==> src/rtl/cpu_pkg.sv <==
// Shared CPU definitions: load access modes, default datapath width and field sizes.
// Also holds the state type for the load-extender output buffer.
package cpu_pkg;

  localparam int XLEN_DEFAULT = 32;

  localparam int BYTE_BITS  = 8;
  localparam int HALF_BITS  = 16;
  localparam int WORD_BITS  = 32;
  localparam int DWORD_BITS = 64;

  typedef enum logic [2:0] {
    LB   = 3'b000,
    LH   = 3'b001,
    LW   = 3'b010,
    LD   = 3'b011,
    LBU  = 3'b100,
    LHU  = 3'b101,
    LWU  = 3'b110,
    RSVD = 3'b111
  } load_mode_e;

  typedef enum logic [1:0] {
    BUF_EMPTY = 2'b00,
    BUF_ONE   = 2'b01,
    BUF_FULL  = 2'b11
  } buf_state_e;

endpackage

==> src/rtl/load_ext_core.sv <==
// Combinational load-data select and extend: picks the addressed field out of the
// memory word, sign- or zero-extends it, and flags misaligned or illegal accesses.
module load_ext_core
  import cpu_pkg::*;
#(
  parameter int XLEN = XLEN_DEFAULT
) (
  input  logic [XLEN-1:0] data,
  input  logic [2:0]      addr,
  input  logic [2:0]      mode,
  output logic [XLEN-1:0] result,
  output logic            err
);

  load_mode_e      modeE;
  logic [2:0]      off;
  logic [6:0]      fieldBits;
  logic [XLEN-1:0] shifted;
  logic [XLEN-1:0] lowMask;
  logic [XLEN-1:0] fill;
  logic            signBit;
  logic            misaligned;
  logic            illegal;

  always_comb begin
    modeE   = load_mode_e'(mode);
    off     = (XLEN == 64) ? addr : {1'b0, addr[1:0]};
    shifted = data >> {off, 3'b000};

    unique case (mode[1:0])
      2'd0:    fieldBits = 7'(BYTE_BITS);
      2'd1:    fieldBits = 7'(HALF_BITS);
      2'd2:    fieldBits = 7'(WORD_BITS);
      default: fieldBits = 7'(DWORD_BITS);
    endcase

    // A shift by >= XLEN yields zero, so word-at-XLEN32 and LD both get an all-ones mask.
    lowMask = ~({XLEN{1'b1}} << fieldBits);
    signBit = !mode[2] && (|(shifted & (lowMask ^ (lowMask >> 1))));
    fill    = signBit ? ~lowMask : '0;

    unique case (mode[1:0])
      2'd1:    misaligned = off[0];
      2'd2:    misaligned = |off[1:0];
      2'd3:    misaligned = |off;
      default: misaligned = 1'b0;
    endcase

    illegal = (modeE == RSVD) || ((XLEN == 32) && ((modeE == LD) || (modeE == LWU)));
    err     = misaligned || illegal;
    result  = err ? '0 : ((shifted & lowMask) | fill);
  end

endmodule

==> src/rtl/load_ext_unit.sv <==
// Registered load-data extender with a 2-entry skid buffer on the output side.
// in_ready depends only on the buffer state register, never on out_ready.
//
//   state     | meaning
//   BUF_EMPTY | nothing held, out_valid=0
//   BUF_ONE   | main entry valid, skid empty
//   BUF_FULL  | main and skid valid, input stalled
module load_ext_unit
  import cpu_pkg::*;
#(
  parameter int XLEN = XLEN_DEFAULT,
  parameter int TAGW = 5
) (
  input  logic            clk,
  input  logic            rst_n,
  input  logic            flush,
  input  logic            in_valid,
  output logic            in_ready,
  input  logic [XLEN-1:0] in_data,
  input  logic [2:0]      in_addr,
  input  logic [2:0]      in_mode,
  input  logic [TAGW-1:0] in_tag,
  output logic            out_valid,
  input  logic            out_ready,
  output logic [XLEN-1:0] out_data,
  output logic            out_err,
  output logic [TAGW-1:0] out_tag
);

  buf_state_e      state;
  buf_state_e      stateNext;
  logic            accept;
  logic            outXfer;
  logic            loadMain;
  logic            loadSkid;
  logic            moveSkid;

  logic [XLEN-1:0] extData;
  logic            extErr;

  logic [XLEN-1:0] mainData;
  logic            mainErr;
  logic [TAGW-1:0] mainTag;
  logic [XLEN-1:0] skidData;
  logic            skidErr;
  logic [TAGW-1:0] skidTag;

  load_ext_core #(.XLEN(XLEN)) uCore (
    .data   (in_data),
    .addr   (in_addr),
    .mode   (in_mode),
    .result (extData),
    .err    (extErr)
  );

  assign in_ready  = (state != BUF_FULL);
  assign out_valid = (state != BUF_EMPTY);
  assign out_data  = mainData;
  assign out_err   = mainErr;
  assign out_tag   = mainTag;

  always_ff @(posedge clk or negedge rst_n) begin
    if (!rst_n) state <= BUF_EMPTY;
    else        state <= stateNext;
  end

  always_comb begin
    stateNext = state;
    loadMain  = 1'b0;
    loadSkid  = 1'b0;
    moveSkid  = 1'b0;
    accept    = in_valid && (state != BUF_FULL);
    outXfer   = (state != BUF_EMPTY) && out_ready;

    if (flush) begin
      stateNext = BUF_EMPTY;
    end else begin
      unique case (state)
        BUF_EMPTY: begin
          if (accept) begin
            loadMain  = 1'b1;
            stateNext = BUF_ONE;
          end
        end
        BUF_ONE: begin
          if (accept && outXfer) begin
            loadMain = 1'b1;
          end else if (accept) begin
            loadSkid  = 1'b1;
            stateNext = BUF_FULL;
          end else if (outXfer) begin
            stateNext = BUF_EMPTY;
          end
        end
        BUF_FULL: begin
          if (outXfer) begin
            moveSkid  = 1'b1;
            stateNext = BUF_ONE;
          end
        end
        default: stateNext = BUF_EMPTY;
      endcase
    end
  end

  always_ff @(posedge clk or negedge rst_n) begin
    if (!rst_n) begin
      mainData <= '0;
      mainErr  <= 1'b0;
      mainTag  <= '0;
      skidData <= '0;
      skidErr  <= 1'b0;
      skidTag  <= '0;
    end else begin
      if (loadMain) begin
        mainData <= extData;
        mainErr  <= extErr;
        mainTag  <= in_tag;
      end else if (moveSkid) begin
        mainData <= skidData;
        mainErr  <= skidErr;
        mainTag  <= skidTag;
      end
      if (loadSkid) begin
        skidData <= extData;
        skidErr  <= extErr;
        skidTag  <= in_tag;
      end
    end
  end

endmodule

==> config.mk <==
export PLATFORM = sky130hd
export DESIGN_NAME = load_ext_unit
export DESIGN_NICKNAME = d
export VERILOG_FILES = /design/src/rtl/cpu_pkg.sv /design/src/rtl/load_ext_core.sv /design/src/rtl/load_ext_unit.sv
export SDC_FILE = /design/constraint.sdc
export NUM_CORES = 1
export LEC_CHECK = 0
export BUFFER_PORTS_ARGS = -buffer_cell sky130_fd_sc_hd__buf_2
export CORE_MARGIN = 4
export CORE_UTILIZATION = 55
export DETAILED_ROUTE_END_ITERATION = 10
export GPL_ROUTABILITY_DRIVEN = 0
export PLACE_DENSITY = 0.8
export SYNTH_ARGS = -nofsm -noshare
export SYNTH_HDL_FRONTEND = slang
export SYNTH_SLANG_ARGS = --single-unit
==> constraint.sdc <==
create_clock -name clk -period 2.85 [get_ports clk]
set_clock_uncertainty 0.2 [all_clocks]
set_input_delay 0.57 -clock clk [delete_from_list [all_inputs] [get_ports clk]]
set_output_delay 0.57 -clock clk [all_outputs]
set_load 0.03 [all_outputs]
* Word level (Yosys, flattened, before mapping)
Cells that the tools add are included.
** Cells by class
- Eq/ne operators :: 13
- Shift operators :: 2
- Muxes and demuxes :: 27
- Reductions and logical operators :: 16
- Bitwise logic cells :: 6
** Operators with widths (number)
- two-way mux 32 bit :: 4
- AND 32 bit :: 2
- NOT 32 bit :: 2
- OR 32 bit :: 1
- OR reduction 32 bit :: 1
- left shift 32 x 7 -> 32 bit, first input constant :: 1
- >> shifter 32 x 5 -> 32 bit :: 1
- XOR 32 x 31 -> 32 bit :: 1
- one-hot mux 7 bit (3 select lines) :: 1
- two-way mux 2 bit :: 6
- two-way mux 1 bit :: 11
- two-way mux 5 bit :: 2
- inequality test 3 bit, second input constant :: 3
- == test 2 bit, second input constant :: 3
- == test 3 bit, second input constant :: 2
- one-hot mux 2 bit (3 select lines) :: 1
- == test 2 x 1 -> 1 bit, second input constant :: 2
- logical AND 1 bit :: 4
- zero test 2 bit :: 2
- inequality test 4 bit, second input constant :: 1
- one-hot mux 1 bit (2 select lines) :: 2
- AND reduction 4 bit :: 1
- nonzero test 2 bit :: 2
- OR reduction 2 bit :: 2
- 4 further kinds :: 6
** Storage, ports and cells
- Bits of input ports :: 48
- Logic and storage cells :: 71
- Register bits :: 78
- Output and inout port bits :: 40

* Longest topological paths before layout
- Depth after elaboration :: 12
- Gate-level depth with buffers :: 8
- Mapped depth without buffers :: 6

* By module
Synthesis repeated with hierarchy kept, for this count alone.
** Unflattened totals
- Cell total of the unflattened synthesis :: 377
- Area, all modules :: 4375.4 um^2
** By module, submodules not included
- load_ext_unit :: sequential area each 1951.9 um^2, area each 3432.0 um^2, cells each 270, times used 1
- load_ext_core :: sequential area each 0.0 um^2, area each 943.4 um^2, cells each 107, times used 1

* Worst setup path after synthesis
No wires, ideal clock.
- Kind :: register -> register
- From :: register state[0]
- To :: register mainData[25], in the netlist out_data[25]
- Required time :: 2.512 ns
- Arrival time :: 1.718 ns
- Slack :: 0.794 ns
- Cell stages (with the launch flop) :: 9
- Setup time :: 0.138 ns
- Period minus slack after synthesis :: 2.056 ns
- Buffers on the path :: 3
- Path through :: dfrtp_1 -> inv_1 -> ha_1 -> and4bb_2 -> buf_2 -> buf_4 -> buf_4 -> mux2i_1 -> o22ai_1
** Between the ends
- Cells in the longest elaborated chain, start to end :: 7
- Elaborated cells between the ends (all ways) :: 17
- Those cells by class :: 3 x eq/ne; 8 x mux; 6 x reduce/logical
** Ends and longest elaborated chain
- start, declared :: line load_ext_unit.sv:30 : buf_state_e state;
- start signal, assigned :: line load_ext_unit.sv:64 : else state <= stateNext;
- inequality test 2 bit / nonzero test 2 bit (equally long branches) :: line load_ext_unit.sv:72, load_ext_unit.sv:73
- logical AND 1 bit (on tied branches) :: line load_ext_unit.sv:72, load_ext_unit.sv:73
- logical AND 1 bit :: line load_ext_unit.sv:86 : if (accept && outXfer) begin
- two-way mux 1 bit :: line load_ext_unit.sv:86
- one-hot mux 1 bit (2 select lines) :: line load_ext_unit.sv:78 : unique case (state)
- two-way mux 1 bit :: line load_ext_unit.sv:75 : if (flush) begin
- two-way mux 32 bit / nonzero test 2 bit (equally long branches)
- end signal, assigned :: line load_ext_unit.sv:116 : mainData <= extData;
- end signal, assigned :: line load_ext_unit.sv:120 : mainData <= skidData;
- end, declared :: line load_ext_unit.sv:41 : logic [XLEN-1:0] mainData;
Several ways; a longest one is shown, not always the timed one.
A chain may end at the register's enable or synchronous reset.

* Worst setup path in the final report
- From :: register state[0]
- To :: register mainData[6], in the netlist out_data[6]
Same word-level chain as after synthesis.

==> results_dict.tcl <==
set metrics [dict create \
    outcome "finished, final reports clean" \
    synthMuxAreaShare_pct 11.0 \
    rsz0062_at_grt "no" \
    nNetsFinal 546 \
    route.detailed.drc 0 \
    swShare_pct 36.9 \
    die_h_um 95.5 \
    p_leak_nw 2.21 \
    initial_core_util_pct 57.4 \
    switching_power_mw 1.41 \
    synth_top_family_by_area "compound AO/OA/AOI/OAI gates" \
    fin_crit_sh_pct 84.7 \
    fin_tns_setup_ns 0 \
    ant_nets 0 \
    cap_violations 0 \
    p_seq_share_pct 43.3 \
    post-cts-setup-buffer-count 0 \
    route.vias.total 3561 \
    drt-total-wl_mm 10.6 \
    crit-reg2reg-capture "out_data[6]$_DFFE_PN0P_" \
    area_delta_synth_final_pct 16.3 \
    synthCells 420 \
    peakVddDrop_v 0.000326 \
    drt_iter0_markers 179 \
    seq_area_frac_synth_pct 46.4 \
    clkTransAtPathRegs_ns 0.08 \
    cp-start-kind "flip-flop" \
    clkSinkCount 78 \
    critPathCaptureType "flip-flop" \
    clk_latency_ns 0.36 \
    finalMaxSlewViolations 0 \
    ys_seq_elements 78 \
    cts_tree "yes" \
    hp-class "in -> async" \
    cp.arrival_ns 2.49 \
    setup-violations-final 0 \
    cellPowerDensity_nw_per_um2 779 \
    p_comb_share_pct 31.9 \
    final_common_cell "buf_2" \
    syn_area_um2 4210 \
    crit_type "reg -> reg" \
    max_slew_margin_pct 29.0 \
    htreeDepth 3 \
    worstPathRequired_ns 2.93 \
    clockRootBuffer "clkbuf_8" \
    path_cells "inv_1 > ha_1 > and4bb_2 > a21oi_1 > a22oi_1 > o21ai_0" \
    p_total_mw 3.81 \
    dr.pass1.iters 4 \
    antenna_cells 0 \
    synth_cell_type_count 52 \
    grt_usage_pct 24.8 \
    path_max_fanout 13 \
    avgSynthCellArea_um2 10.0 \
    hold_violations 0 \
    grt_max_degree 79 \
    yosys.area_share.simple_pct 14.9 \
    cts_hold_buf 0 \
    reg2reg_slack_ns 0.44 \
    overflow 0 \
    cts_buffers 9 \
    tightestPinTransition_ns 1.06 \
    die_w_um 95.5 \
    portBuffers 86 \
    wl_per_cell_um 17.8 \
    grt_pass1_wl_mm 17.5 \
    grt_pass1_vias 3557 \
    yosysWarnings 0 \
    final_cell_mix "85 x buf_2, 78 x dfrtp_1, 69 x nand2_1" \
    ys.flop_type "dfrtp_1" \
    cp_slowest_stage_delay_ns 0.82 \
    cts-resized-gates 0 \
    power.internal_mw 2.41 \
    layout_min_cycle_time_ns 2.41 \
    rr_worst_depth 6 \
    synthAdderAreaFrac_pct 1.19 \
    num_rows 31 \
    viasPerCell 5.95 \
    synth-xor-area-share_pct 0.208 \
    reg2reg_from "state[0]$_DFFE_PN0P_" \
    synth-async-reset-ratio_pct 100 \
    hpwl_mm 7.62 \
    cp_slowest_cell "a21oi_1" \
    clkPwrFrac_pct 24.8 \
    core_area_um2 7330 \
    syn-num-nets 472 \
    max_freq_ghz 0.414 \
    ioPinCount 88 \
    drive_above_1_share_pct 27.7 \
    synth-edff-count 0 \
    synth-compound-area-share_pct 21.9 \
    dieArea_um2 9120 \
    cts_max_path_buffers 2 \
    antenna_found_initial 0 \
]
==> power by group through the flow <==
stage | registers (mW) | clock network (mW) | logic, mW
floorplan | 1.90 | 0 | 0.597
global placement | 1.64 | 0 | 1.19
detailed placement | 1.66 | 0 | 1.22
CTS | 1.64 | 0.955 | 1.23
global route | 1.68 | 0.998 | 1.33
finish | 1.65 | 0.948 | 1.22
==> registers in the layout (all words and copies together) (netlist names) <==
signal / flops
out_data: 32
out_err: 1
out_tag: 5
skidData: 32
skidErr: 1
skidTag: 5
state: 2
==> metal layers <==
layer	vias to the layer above	routed length (um)	global-route usage [%]
met5	-	0	0
met4	0	202	8.89
met3	20	826	4.03
met2	116	5200	41.6
met1	1736	4420	32.7
li1	1689	-	-
==> area by class of cell <==
cell class                 instances  area (um2)
clock buffer                       9         124
inverter                           4        15.0
clock inverter                     7         104
multi-input combinational        305        2070
sequential                        78        1950
timing repair buffer              96         508
tap                               99         124
fill                             582        2440
==> synthesized netlist by cell type, types with 2 or more instances <==
master / n / area, um2
o211ai_1: 17 / 128
a22oi_1: 8 / 60.1
nand2b_1: 3 / 18.8
nor2_1: 13 / 48.8
dfrtp_1: 78 / 1950
a221oi_1: 2 / 17.5
a211oi_1: 10 / 75.1
buf_4: 5 / 37.5
ha_1: 4 / 50.1
nand3b_1: 8 / 60.1
and2_1: 2 / 12.5
a21o_1: 3 / 22.5
nand2_1: 69 / 259
nand3_1: 8 / 40.0
o21bai_1: 2 / 15.0
a22o_1: 8 / 70.1
o22ai_1: 14 / 87.6
nor2_4: 2 / 22.5
a311oi_1: 12 / 105
mux2i_1: 27 / 270
nor2b_1: 9 / 56.3
mux2_2: 15 / 169
buf_6: 2 / 22.5
inv_1: 4 / 15.0
buf_2: 13 / 65.1
a21oi_1: 19 / 95.1
clkbuf_1: 13 / 48.8
o21ai_4: 2 / 32.5
o21ai_0: 25 / 125
==> critical path, delay by kind of cell, from the launching register on <==
kind | cells | cell delay, ns
DFF | 1 | 0.42
AOI/OAI and AO/OA | 3 | 1.10
buffers and inverters | 1 | 0.10
and+or+nand+nor | 1 | 0.28
adders and majority gates | 1 | 0.23
==> worst max path at each step <==
stage / from / to / slack, ns / depth (start not counted)
finish: state[0]$_DFFE_PN0P_ / out_data[6]$_DFFE_PN0P_ / 0.44 / 6
global route: state[0]$_DFFE_PN0P_ / out_data[7]$_DFFE_PN0P_ / 0.15 / 6
CTS: state[0]$_DFFE_PN0P_ / out_data[6]$_DFFE_PN0P_ / 0.44 / 6
detailed placement: in_addr[1] / out_data[29]$_DFFE_PN0P_ / 0.44 / 5
global placement: in_addr[1] / out_data[15]$_DFFE_PN0P_ / 0.47 / 6
floorplan: state[0]$_DFFE_PN0P_ / out_data[25]$_DFFE_PN0P_ / 0.79 / 8
==> through the flow <==
stage               hold WS [ns]  setup slack [ns]  instance area, um2  util, %  cells
floorplan                 0.0744             0.794                4210        -    420
global placement           0.255             0.466                4670     63.7    582
finish                     0.164             0.436                4890     66.8    598
global route               0.228             0.147                4890     66.8    598
detailed placement         0.264             0.436                4670     63.7    582
CTS                        0.204             0.438                4890     66.8    598
==> logic make-up (layout without fill, tap and decap cells) <==
family | Yosys count | count (layout)
mux | 43 | 43
buf+inv | 37 | 116
flops | 78 | 78
xor+xnor | 1 | 1
fa+ha+maj | 4 | 4
simple gates | 127 | 127
compound gates | 130 | 130
(Power assumes the default switching activity.)
